$ cat src/rtl/cobro_pago.sv
// cobro_pago: payment responder for the payment-menu FSM.
// Takes a cash (EFE) or card (TAR) request, collects coins or waits for the
// card terminal, pays back change one coin per cycle and reports the outcome
// to the menu with a one-cycle PAGO_OK / PAGO_NO pulse. All outputs are registered.
module cobro_pago #(
    parameter int W     = 8,
    parameter int T_TAR = 16
) (
    input  logic         clk,
    input  logic         reset,
    input  logic         EFE,
    input  logic         TAR,
    input  logic [W-1:0] PRECIO,
    input  logic         M1,
    input  logic         M5,
    input  logic         M10,
    input  logic         TOK,
    input  logic         TRECH,
    input  logic         CLC,
    output logic         OCUP,
    output logic [W:0]   CRED,
    output logic         D1,
    output logic         D5,
    output logic         D10,
    output logic         PAGO_OK,
    output logic         PAGO_NO
);

    typedef enum logic [2:0] {
        IDLE,
        COBRO,
        TARJ,
        VUELTO,
        LISTO
    } state_t;

    localparam logic [W:0] CRED_MAX = '1;
    localparam logic [W:0] ONE      = (W+1)'(1);
    localparam logic [W:0] FIVE     = (W+1)'(5);
    localparam logic [W:0] TEN      = (W+1)'(10);
    localparam logic [7:0] TIMEOUT  = 8'(T_TAR);

    state_t       state;
    logic [W-1:0] precio_q;
    logic [W:0]   change;
    logic [7:0]   timer;
    logic         fail;
    logic [W:0]   cred_next;
    logic [W:0]   precio_ext;

    // Adds this cycle's coins to the credit, clamping at the register maximum
    // so a long stream of coins can never wrap the credit back to a small value.
    function automatic logic [W:0] sat_add(input logic [W:0] a, input logic m1,
                                           input logic m5, input logic m10);
        logic [W+2:0] s;
        s = {2'b00, a} + (W+3)'(m1)
            + (m5  ? (W+3)'(5)  : '0)
            + (m10 ? (W+3)'(10) : '0);
        sat_add = (s > {2'b00, CRED_MAX}) ? CRED_MAX : s[W:0];
    endfunction

    assign cred_next  = sat_add(CRED, M1, M5, M10);
    assign precio_ext = {1'b0, precio_q};

    // Single controller: state, credit, change, card timer and every registered output.
    always_ff @(posedge clk) begin
        if (!reset) begin
            state   <= IDLE;
            CRED    <= '0;
            change  <= '0;
            timer   <= '0;
            fail    <= 1'b0;
            OCUP    <= 1'b0;
            D1      <= 1'b0;
            D5      <= 1'b0;
            D10     <= 1'b0;
            PAGO_OK <= 1'b0;
            PAGO_NO <= 1'b0;
        end else begin
            // Dispense and result lines are pulses: low unless set below.
            D1      <= 1'b0;
            D5      <= 1'b0;
            D10     <= 1'b0;
            PAGO_OK <= 1'b0;
            PAGO_NO <= 1'b0;
            case (state)
                IDLE: begin
                    if (EFE) begin
                        precio_q <= PRECIO;
                        CRED     <= '0;
                        OCUP     <= 1'b1;
                        state    <= COBRO;
                    end else if (TAR) begin
                        precio_q <= PRECIO;
                        timer    <= '0;
                        OCUP     <= 1'b1;
                        state    <= TARJ;
                    end
                end
                COBRO: begin
                    if (CLC) begin
                        // Cancel refunds what was already in; coins arriving
                        // on the cancel cycle are not counted.
                        change <= CRED;
                        fail   <= 1'b1;
                        state  <= VUELTO;
                    end else begin
                        CRED <= cred_next;
                        if (cred_next >= precio_ext) begin
                            change <= cred_next - precio_ext;
                            fail   <= 1'b0;
                            state  <= VUELTO;
                        end
                    end
                end
                TARJ: begin
                    timer <= timer + 8'd1;
                    if (CLC || TRECH) begin
                        fail    <= 1'b1;
                        PAGO_NO <= 1'b1;
                        state   <= LISTO;
                    end else if (TOK) begin
                        fail    <= 1'b0;
                        PAGO_OK <= 1'b1;
                        state   <= LISTO;
                    end else if (timer == TIMEOUT) begin
                        fail    <= 1'b1;
                        PAGO_NO <= 1'b1;
                        state   <= LISTO;
                    end
                end
                VUELTO: begin
                    // Largest coin first; the result pulse is raised on the
                    // edge that enters LISTO so it is visible during LISTO.
                    if (change >= TEN) begin
                        D10    <= 1'b1;
                        change <= change - TEN;
                    end else if (change >= FIVE) begin
                        D5     <= 1'b1;
                        change <= change - FIVE;
                    end else if (change >= ONE) begin
                        D1     <= 1'b1;
                        change <= change - ONE;
                    end else begin
                        PAGO_OK <= ~fail;
                        PAGO_NO <= fail;
                        state   <= LISTO;
                    end
                end
                LISTO: begin
                    CRED  <= '0;
                    OCUP  <= 1'b0;
                    state <= IDLE;
                end
                default: begin
                    OCUP  <= 1'b0;
                    state <= IDLE;
                end
            endcase
        end
    end

endmodule

$ cat config.mk
export PLATFORM = sky130hd
export DESIGN_NAME = cobro_pago
export DESIGN_NICKNAME = d
export VERILOG_FILES = /design/src/rtl/cobro_pago.sv
export SDC_FILE = /design/constraint.sdc
export NUM_CORES = 1
export LEC_CHECK = 0
export BUFFER_PORTS_ARGS = -buffer_cell sky130_fd_sc_hd__buf_4
export CAP_MARGIN = 20
export CORE_MARGIN = 2
export CORE_UTILIZATION = 48
export CTS_BUF_LIST = sky130_fd_sc_hd__clkbuf_4 sky130_fd_sc_hd__clkbuf_8
export DETAILED_ROUTE_END_ITERATION = 7
export PLACE_DENSITY = 0.74
export SYNTH_ARGS = -nofsm -noshare
export SYNTH_HDL_FRONTEND = slang
export SYNTH_SLANG_ARGS = --single-unit
$ cat constraint.sdc
create_clock -name clk -period 5.9 [get_ports clk]
set_input_delay 0.59 -clock clk [delete_from_list [all_inputs] [get_ports clk]]
set_output_delay 0.59 -clock clk [all_outputs]
set_load 0.02 [all_outputs]
==> results of run 1 <==
-- through the flow --
step | cell area [um^2] | util [%] | setup WS [ps] | cells
2_1_floorplan | 3151 | - | 2015 | 383
3_3_place_gp | 3369 | 53.06 | 1424 | 474
3_5_place_dp | 3369 | 53.06 | 1261 | 474
4_1_cts | 3491 | 54.98 | 1544 | 482
5_1_grt | 3496 | 55.05 | 1130 | 483
6_report | 3496 | 55.05 | 1480 | 483
-- cells by family after synthesis --
kind of cell / after synthesis / share of synthesized area, %
AND/OR/NAND/NOR: 143 / 23.15
XOR/XNOR: 14 / 3.892
flip-flops: 44 / 30.50
multiplexers: 3 / 1.033
AO/OA/AOI/OAI: 111 / 24.50
buffers and inverters: 45 / 7.069
adder cells (fa/ha/maj): 23 / 9.849
-- layout make-up --
| class | instances | area [um^2] | area share, % |
|---|---|---|---|
| well taps | 77 | 96.34 | 2.756 |
| clock inverters | 2 | 38.79 | 1.110 |
| flip-flops and latches | 44 | 960.9 | 27.49 |
| clock buffers | 6 | 82.58 | 2.362 |
| inverters | 26 | 97.59 | 2.792 |
| multi-input cells | 294 | 1967 | 56.26 |
| repair buffers | 34 | 252.7 | 7.230 |
-- metal layers --
metal / track usage, % / share of wire, %
met5: 0 / 0
met1: 26.50 / 45
met4: 7.937 / 1.8
met2: 33.81 / 48
met3: 3.794 / 5.5
-- worst paths after layout --
check           endpoint  slack [ps]
max            change[1]        1480
min          precio_q[3]         460
max reg2reg    change[1]        1480
min reg2reg         fail         490
-- power groups by stage --
stage / combinational (W) / sequential (W) / clock (W)
final: 0.000313 / 0.000355 / 0.000250
after global routing: 0.000349 / 0.000360 / 0.000264
after CTS: 0.000309 / 0.000355 / 0.000254
after detailed placement: 0.000307 / 0.000362 / 0
after global placement: 0.000304 / 0.000362 / 0
after floorplan: 0.000250 / 0.000352 / 0
-- cells in the final DEF (no fill, tap or decap), types with 5 or more instances in the layout --
cell type                  count
sky130_fd_sc_hd__o21a_1        8
sky130_fd_sc_hd__nor3_1       16
sky130_fd_sc_hd__dfxtp_1      36
sky130_fd_sc_hd__clkbuf_8      6
sky130_fd_sc_hd__buf_4        33
sky130_fd_sc_hd__ha_1         20
sky130_fd_sc_hd__nor4_1        5
sky130_fd_sc_hd__xor2_1       10
sky130_fd_sc_hd__edfxtp_1      8
sky130_fd_sc_hd__a22oi_1       6
sky130_fd_sc_hd__o32ai_1       6
sky130_fd_sc_hd__inv_1        26
sky130_fd_sc_hd__o21ai_0      21
sky130_fd_sc_hd__nor2b_1       7
sky130_fd_sc_hd__nor2_1       40
sky130_fd_sc_hd__o211ai_1      5
sky130_fd_sc_hd__nand2b_1      6
sky130_fd_sc_hd__a21oi_1      25
sky130_fd_sc_hd__nand2_1      34
sky130_fd_sc_hd__nand3_1       6
-- critical path: stages, from the launching register on --
cell and delay (ps):
sky130_fd_sc_hd__dfxtp_1 400, sky130_fd_sc_hd__inv_1 70, sky130_fd_sc_hd__fa_1 410, sky130_fd_sc_hd__fa_1 430
sky130_fd_sc_hd__nor2b_1 250, sky130_fd_sc_hd__o21a_1 140, sky130_fd_sc_hd__nor3_1 40, sky130_fd_sc_hd__o21ai_0 290
sky130_fd_sc_hd__ha_1 370, sky130_fd_sc_hd__o211ai_1 130, sky130_fd_sc_hd__a21oi_1 80, sky130_fd_sc_hd__o41ai_1 560
sky130_fd_sc_hd__o211ai_1 280, sky130_fd_sc_hd__o211ai_4 500, sky130_fd_sc_hd__a21oi_2 120, sky130_fd_sc_hd__a221oi_2 270
-- registers in the layout (all words and copies together) (netlist names) --
register  cells
change        9
fail          1
state         3
D10           1
timer         8
PAGO_OK       1
D5            1
CRED          9
precio_q      8
OCUP          1
PAGO_NO       1
D1            1
==> summary.txt, run 1 <==
Pwr
  • Max VDD drop: around 160 uV
  • Sw power: around 0.00033 W
  • Internal power: 0.0005922 W
  • Sw frac: between 30 and 40%
  • Sum of internal, switching and leakage power: 0.0009181 W
  • Power density of the placed cells: about 260 nW/um^2
  • Comb pwr share: between 30% and 40%
  • Power share of the clock group: about 27%
  • Lkg Pwr: around 1.4 nW
  • Portion of total power attributed to sequential cells: between 30% and 40%

Routing
  • Routed wire length per instance: approximately 15 um
  • Remaining DRCs: 0
  • Final antenna-violating net count: 0
  • Number of vias after detailed routing: about 2900
  • DRT Wirelength: between 7 and 8 mm
  • Number of optimization iterations in the first detailed-route pass: 5
  • Vias per Instance: ~5.9
  • Number of violations reported at the end of detailed-routing iteration 0: about 250

Clock network
  • Clock-pin slew reported for the worst setup and hold paths after clock tree synthesis: 90 ps
  • Number of instances resized during post-cts repair: 0
  • Cts bufs inserted: 5
  • Clock insertion delay at the later pin of the skew report: a little over 300 ps
  • Post-cts hold buffer count: 0
  • Clock root buffer: sky130_fd_sc_hd__clkbuf_8
  • Clk buf depth: 2
  • H-tree depth: 2
  • TritonCTS clock tree: done
  • Post CTS Setup Buffer Count: 0
  • Total number of clock tree sinks: 44

Timing
  • RSZ-0062 raised after global routing: false
  • Fin crit share: between 70% and 80%
  • Relative max-transition margin: 34.61%
  • Endpoints failing hold: 0
  • Hold slack final: roughly 460 ps
  • Measured slew at the worst slew-check pin: between 900 and 1000 ps
  • Post-route clock skew: ~7.8 ps
  • Shortest clock period the worst path allows after layout: 4420 ps
  • Final number of setup-violating endpoints: 0
  • Setup total negative slack: 0 ps
  • Maximum achievable frequency: between 0.2 and 0.25 GHz
  • Final max-slew violation count: 0

Synthesis
  • Area share of the largest cell type after synthesis: a little under a quarter
  • Most area-consuming cells after synthesis: sky130_fd_sc_hd__dfxtp_1 23%, sky130_fd_sc_hd__ha_1 7.9%, sky130_fd_sc_hd__edfxtp_1 7.6%
  • Number of synthesized register bits: between 40 and 50
  • Per-instance average area after synthesis: between 8 and 9 um^2
  • Most frequent cell after synthesis: sky130_fd_sc_hd__nor2_1
  • Post-synth cell types: 64
  • Combined area of all synthesized cells: 3151 um^2
  • Portion of the post-synthesis area used by sequential elements: between 30 and 40%
  • Synth area leader: sky130_fd_sc_hd__dfxtp_1
  • Number of flops mapped to enable cells by yosys: 8
  • Cells after Synth: around 380
  • Net Count, Synth: 424
  • Synthesis warning total: 0
  • Top cell types by occurrence after synthesis: 40 x sky130_fd_sc_hd__nor2_1, 36 x sky130_fd_sc_hd__dfxtp_1, 34 x sky130_fd_sc_hd__nand2_1
  • Fraction of registers with async set or reset after synthesis: 0%
  • Most frequently used flop master after synthesis: sky130_fd_sc_hd__dfxtp_1

Die
  • Total number of placement rows: 29
  • Area of the placeable core: ~6300 um^2
  • Initial core utilization: about 50%
  • Die boundary width: between 80 and 90 um
  • I/O pins: 33
  • Die footprint: 7228 um^2
  • Chip Height: 85.02 um

Setup path
  • Sort of element at the start of the critical path: register
  • Critical setup path kind: reg -> reg
  • RR Startpoint: CRED[0]
  • Depth of the most critical reg-to-reg path: 15
  • Worst setup path start: CRED[0]
  • Critical-path maximum fanout: 18
  • WP data arrival: around 4700 ps
  • Crit path required time: 6130 ps
  • Crit. End Element: register

Layout
  • Layout cells sized above 1: approximately 15%
  • Post-synthesis to final-layout area growth: 10.96%
  • Count of filler cells inserted in the layout: ~560
  • Diode insertion count for antenna repair: 0
  • Final Net Count: ~450

Min path
  • Hold Startpoint: PRECIO[3]
  • Count of cells along the worst hold path: 1
  • Class of the tightest hold or removal check: in -> reg

Global route
  • Wire length of the first global-routing pass: ~12 mm
  • Largest net degree at the start of global routing: 23
  • Antenna violations before repair: 0
  • Combined global-route utilization of all metal layers: about a fifth
  • Global-route congestion overflow total: 0
  • Vias in the first global route: around 2700

Run status
  • Status: finished, final reports clean

Placed design
  • Count of buffers inserted at the top-level ports: 32
  • Routability Congestion: 0.8961
  • Final HPWL DP: between 5 and 6 mm

Flow run
  • Max Cap Violations: 0
Power figures use the tool's default switching activity.
==> inputs of run 2 (changes only) <==
--- a/config.mk
+++ b/config.mk
@@ -11,7 +11,7 @@
 export CORE_UTILIZATION = 48
 export CTS_BUF_LIST = sky130_fd_sc_hd__clkbuf_4 sky130_fd_sc_hd__clkbuf_8
 export DETAILED_ROUTE_END_ITERATION = 7
-export PLACE_DENSITY = 0.74
+export PLACE_DENSITY = 0.77
 export SYNTH_ARGS = -nofsm -noshare
 export SYNTH_HDL_FRONTEND = slang
 export SYNTH_SLANG_ARGS = --single-unit
==> constraint.sdc (replaced) <==
create_clock -name clk -period 3.6 [get_ports clk]
set_input_delay 0.36 -clock clk [delete_from_list [all_inputs] [get_ports clk]]
set_output_delay 0.36 -clock clk [all_outputs]
set_load 0.02 [all_outputs]
==> run 2 against run 1 <==
  * The flow now finishes with violations (setup timing)
  * Sequential share of layout area is 2.5 points lower
  * Critical path depth rose by 1
  * Total power up 65%
  * Largest cell class unchanged
==> summary.txt, run 2 (synthesized netlist as in run 1, its figures left out) <==
Min path
  • Hold Startpoint: PRECIO[7]
  • Class of the tightest hold or removal check: in -> reg

Flow run
  • Max Cap Violations: 0

Routing
  • Vias per Instance: ~6.0
  • Number of vias after detailed routing: 3121
  • Number of optimization iterations in the first detailed-route pass: 5
  • DRT Wirelength: about 8 mm
  • Number of violations reported at the end of detailed-routing iteration 0: slightly above 200
  • Remaining DRCs: 0
  • Routed wire length per instance: roughly 15 um
  • Final antenna-violating net count: 0

Global route
  • Antenna violations before repair: 0
  • Wire length of the first global-routing pass: around 13 mm
  • Vias in the first global route: approximately 2900
  • Global-route congestion overflow total: 0
  • Combined global-route utilization of all metal layers: between 20% and 30%
  • Largest net degree at the start of global routing: 23

Clock network
  • Clk buf depth: 2
  • Clock insertion delay at the later pin of the skew report: approximately 300 ps
  • Post-cts hold buffer count: 0
  • Total number of clock tree sinks: 44
  • Clock root buffer: sky130_fd_sc_hd__clkbuf_8
  • TritonCTS clock tree: done
  • H-tree depth: 2
  • Cts bufs inserted: 5
  • Clock-pin slew reported for the worst setup and hold paths after clock tree synthesis: ~90 ps

Die
  • Die footprint: just over 7000 um^2
  • I/O pins: 33
  • Initial core utilization: 49.62%
  • Die boundary width: between 80 and 90 um
  • Total number of placement rows: 29
  • Area of the placeable core: ~6300 um^2
  • Chip Height: about 85 um

Timing
  • Shortest clock period the worst path allows after layout: 3647 ps
  • Final number of setup-violating endpoints: 2
  • Post-route clock skew: 7.166 ps
  • Maximum achievable frequency: around 0.27 GHz
  • Setup total negative slack: -68.29 ps
  • Measured slew at the worst slew-check pin: roughly 800 ps
  • Fin crit share: 101.3%
  • Final max-slew violation count: 0
  • Worst Slack Setup Final: -47.13 ps
  • Endpoints failing hold: 0
  • Hold slack final: 236.0 ps
  • RSZ-0062 raised after global routing: true
  • Relative max-transition margin: 47.79%

Setup path
  • Cells along the critical path: inv_2 -> fa_2 -> fa_2 -> nor2b_2 -> o21a_1 -> nor3_1 -> o21ai_1 -> ha_1 -> a21o_1 -> o41ai_2 -> o211ai_1 -> buf_4 -> o211ai_4 -> buf_12 -> a21oi_2 -> a221oi_2
  • WP data arrival: 3860 ps
  • Worst path most repeated cell: sky130_fd_sc_hd__fa_2
  • Critical setup path kind: reg -> reg
  • Critical Path Slowest Stage Cell: sky130_fd_sc_hd__fa_2
  • Sort of element at the start of the critical path: register
  • Critical-path maximum fanout: 17
  • Crit. End Element: register
  • Crit path required time: about 3800 ps
  • Max incr delay on CP: 410 ps
  • RR Startpoint: CRED[0]
  • Worst setup path start: CRED[0]

Layout
  • Post-Route Utilization: between 60% and 70%
  • Leading cell type in the layout, fill and taps excluded: sky130_fd_sc_hd__buf_4
  • Layout Cell Area excl Fill: between 3000 and 4000 um^2
  • Non-filler instance count after layout: 522
  • Layout cells sized above 1: about a quarter
  • Count of filler cells inserted in the layout: between 500 and 600
  • Top Registers: CRED (9), change (9)
  • Final Net Count: 485
  • Post-synthesis to final-layout area growth: 22.20%
  • Diode insertion count for antenna repair: 0
  • Most frequent cells in the layout: 71 x sky130_fd_sc_hd__buf_4, 40 x sky130_fd_sc_hd__nor2_1, 34 x sky130_fd_sc_hd__dfxtp_1, 34 x sky130_fd_sc_hd__nand2_1, 25 x sky130_fd_sc_hd__inv_1

Placed design
  • Routability Congestion: a little over 0.9
  • Post-place instance area: around 3700 um^2
  • Inst Count DP: a little over 500
  • Final HPWL DP: between 5 and 6 mm
  • Count of buffers inserted at the top-level ports: 32

Run status
  • Status: finished, violations left
  • Violated checks: setup timing

Pwr
  • Lkg Pwr: 1.618 nW
  • Power density of the placed cells: ~400 nW/um^2
  • Max VDD drop: ~270 uV
## run 2: cell types whose count changed in the layout (fill, tap and decap cells not counted), sizes merged
cell and delta:
bufinv -1, buf +40, clkinvlp +1, clkinv -1
## run 2: what timing repair did
action | in CTS | in global routing
pin swaps | 3 | 14
cloned | 0 | 0
setup endpoints to repair | 7 | 11
resized for setup | 5 | 12
setup buffers | 0 | 4
## run 2: routing by layer
metal	global-route usage [%]	share of wire, %	up-vias
met1	29.15	43	1467
met5	0	0	-
met2	37.07	48	125
met3	3.891	6.2	24
met4	6.061	2.8	0
li1	-	-	1505
## run 2: through the flow
stage	power, W	worst slack (ps)
floorplan	0.0009886	16.61
global placement	0.001146	-213.9
detailed placement	0.001159	-301.5
CTS	0.001492	43.20
global route	0.001608	-219.1
finish	0.001514	-47.13
## run 2: path summary, 6_finish.rpt
path | endpoint | slack (ps) | cells past startpoint
setup / recovery | change[1] | -50 | 16
hold / removal | precio_q[7] | 240 | 1
setup reg to reg | change[1] | -50 | 16
hold reg to reg | fail | 500 | 2
## run 2: critical path, delay by kind of cell (launching register included)
kind	cells	cell delay (ps)
buf+inv	3	380
fa+ha+maj	3	1100
compound gates	8	1530
simple gates	2	210
flops	1	350
## run 2: cell type report
class	count	area [um^2]	share of cell area, %
multi-input cells	294	2031	52.75
flip-flops and latches	44	963.4	25.02
repair buffers	73	564.3	14.66
inverters	26	97.59	2.535
well taps	77	96.34	2.502
clock buffers	7	90.09	2.340
clock inverters	1	7.507	0.1950
## run 2: power breakdown
part           switching (W)  total (W)  internal, W
sequential         0.0000372   0.000574     0.000537
clock               0.000170   0.000334     0.000164
combinational       0.000338   0.000606     0.000268
total               0.000546    0.00151     0.000968
==> inputs of run 3 (changes only) <==
--- a/config.mk
+++ b/config.mk
@@ -9,9 +9,9 @@
 export CAP_MARGIN = 20
 export CORE_MARGIN = 2
 export CORE_UTILIZATION = 48
-export CTS_BUF_LIST = sky130_fd_sc_hd__clkbuf_4 sky130_fd_sc_hd__clkbuf_8
 export DETAILED_ROUTE_END_ITERATION = 7
-export PLACE_DENSITY = 0.77
+export PLACE_DENSITY = 0.74
+export SLEW_MARGIN = 20
 export SYNTH_ARGS = -nofsm -noshare
 export SYNTH_HDL_FRONTEND = slang
 export SYNTH_SLANG_ARGS = --single-unit
==> constraint.sdc (replaced) <==
create_clock -name clk -period 4.4 [get_ports clk]
set_input_delay 0.44 -clock clk [delete_from_list [all_inputs] [get_ports clk]]
set_output_delay 0.44 -clock clk [all_outputs]
set_load 0.02 [all_outputs]
==> run 3 against run 2 <==
  * The flow now finishes without violations
  * Flip-flop and latch count unchanged
  * Sequential share of layout area up 2.4 points
  * Routed wire length down 8.1%
  * Via count down 6.8%
  * Die area unchanged
  * Global-route usage down 1.3 points
  * Worst hold slack better by 72 ps
  * Register-to-register slack better by 330 ps
  * Final cell count down 7.1%
  * Clock power down 7.2%
  * Total power down 20%
  * Largest cell class unchanged
  * Largest power group is now sequential cells
  * Highest routed layer unchanged
==> summary.txt, run 3 (synthesized netlist as in run 1, its figures left out) <==
Setup path
  • Crit path required time: around 4600 ps
  • Cells along the critical path: inv_1 -> fa_1 -> fa_1 -> nor2b_1 -> o21a_1 -> nor3_1 -> o21ai_0 -> ha_1 -> o211ai_1 -> a21oi_1 -> o41ai_1 -> o211ai_1 -> o211ai_4 -> buf_4 -> a21oi_1 -> o32ai_1
  • Crit. End Element: register
  • WP data arrival: ~4300 ps
  • Max incr delay on CP: 510 ps
  • Register-to-register setup slack: between 200 and 300 ps
  • Critical setup path kind: reg -> reg
  • Sort of element at the start of the critical path: register
  • Critical Path Slowest Stage Cell: sky130_fd_sc_hd__o41ai_1
  • Depth of the most critical reg-to-reg path: 16
  • Critical-path maximum fanout: 15

Clock network
  • Cts bufs inserted: 5
  • Clk buf depth: 2
  • TritonCTS clock tree: done
  • Clock insertion delay at the later pin of the skew report: just over 300 ps
  • Clock-pin slew reported for the worst setup and hold paths after clock tree synthesis: 90 ps
  • H-tree depth: 2
  • Number of instances resized during post-cts repair: 0
  • Post CTS Setup Buffer Count: 0
  • Post-cts hold buffer count: 0
  • Total number of clock tree sinks: 44
  • Clock root buffer: sky130_fd_sc_hd__clkbuf_8

Timing
  • Final max-slew violation count: 0
  • Endpoints failing hold: 0
  • Hold slack final: ~310 ps
  • Maximum achievable frequency: between 0.2 and 0.25 GHz
  • Measured slew at the worst slew-check pin: around 1100 ps
  • Setup total negative slack: 0 ps
  • RSZ-0062 raised after global routing: false
  • Worst Slack Setup Final: about 280 ps
  • Fin crit share: a little over 90%
  • Post-route clock skew: between 10 and 15 ps
  • Relative max-transition margin: 27.63%
  • Shortest clock period the worst path allows after layout: about 4100 ps
  • Final number of setup-violating endpoints: 0

Pwr
  • Power density of the placed cells: 344.2 nW/um^2
  • Max VDD drop: around 190 uV
  • Lkg Pwr: 1.409 nW

Layout
  • Final Net Count: 448
  • Leading cell type in the layout, fill and taps excluded: sky130_fd_sc_hd__nor2_1
  • Post-synthesis to final-layout area growth: 11.36%
  • Count of filler cells inserted in the layout: around 570
  • Most frequent cells in the layout: 40 x sky130_fd_sc_hd__nor2_1, 36 x sky130_fd_sc_hd__dfxtp_1, 36 x sky130_fd_sc_hd__buf_4
  • Area of the multi-input gates: between 1500 and 2000 um^2
  • Diode insertion count for antenna repair: 0
  • Layout cells sized above 1: 15.44%
  • Top Registers: CRED (9), change (9)
  • FF+latch area: between 900 and 1000 um^2

Die
  • Die footprint: 7228 um^2
  • I/O pins: 33
  • Total number of placement rows: 29
  • Area of the placeable core: around 6300 um^2
  • Chip Height: ~85 um
  • Initial core utilization: 49.62%
  • Die boundary width: 85.02 um

Placed design
  • Final HPWL DP: between 5 and 6 mm
  • Pre-CTS setup slack: approximately 190 ps
  • Routability Congestion: between 0.9 and 1
  • Count of buffers inserted at the top-level ports: 32

Routing
  • Number of violations reported at the end of detailed-routing iteration 0: 179
  • Remaining DRCs: 0
  • Number of vias after detailed routing: approximately 2900
  • Number of optimization iterations in the first detailed-route pass: 4
  • Routed wire length per instance: between 15 and 20 um
  • DRT Wirelength: between 7 and 8 mm
  • Final antenna-violating net count: 0
  • Vias per Instance: roughly 6.0

Global route
  • Antenna violations before repair: 0
  • Combined global-route utilization of all metal layers: about 21%
  • Wire length of the first global-routing pass: roughly 12 mm
  • Vias in the first global route: between 2000 and 3000
  • Global-route congestion overflow total: 0
  • Largest net degree at the start of global routing: 23

Min path
  • Class of the tightest hold or removal check: in -> reg
  • Count of cells along the worst hold path: 1

Flow run
  • Max Cap Violations: 0

Run status
  • Status: finished, final reports clean
==> run 3: per-stage QoR <==
step / area (um^2) / power [W] / utilization (%) / cells
final: 3508 / 0.001208 / 55.25 / 485
after global routing: 3508 / 0.001279 / 55.25 / 485
after CTS: 3508 / 0.001209 / 55.25 / 485
after detailed placement: 3392 / 0.0008967 / 53.42 / 477
after global placement: 3392 / 0.0008928 / 53.42 / 477
after floorplan: 3151 / 0.0008073 / - / 383
==> run 3: cell type report <==
type | count | share of cell area, %
clock buffers | 7 | 3.067
clock inverters | 1 | 0.2496
inverters | 26 | 2.782
multi-input cells | 294 | 56.06
flip-flops and latches | 44 | 27.39
well taps | 77 | 2.746
repair buffers | 36 | 7.703
==> run 3: layer usage <==
| layer | global-route usage, % | up-vias | routed length [um] |
|---|---|---|---|
| met5 | 0 | - | 0 |
| li1 | - | 1438 | - |
| met1 | 26.77 | 1353 | 3216 |
| met2 | 34.73 | 106 | 3519 |
| met4 | 7.215 | 0 | 111 |
| met3 | 3.891 | 12 | 476 |
==> run 3: critical path: cells and delay by family (launching register included) <==
family          cells  cell delay (ps)
buf+inv             2              310
compound gates      9             1930
simple gates        2              230
fa+ha+maj           3             1150
flops               1              390
==> run 3: final timing paths <==
kind,start,end
max,CRED[0],change[0]
min,PRECIO[0],precio_q[0]
max reg2reg,CRED[0],change[0]
min reg2reg,timer[1],timer[1]
==> run 3: where the power goes <==
part / switching, W / leakage [nW] / total (W) / internal [W]
registers: 0.0000390 / 0.366 / 0.000478 / 0.000439
logic: 0.000249 / 0.983 / 0.000420 / 0.000171
clock network: 0.000147 / 0.0596 / 0.000310 / 0.000163
total: 0.000435 / 1.41 / 0.00121 / 0.000773
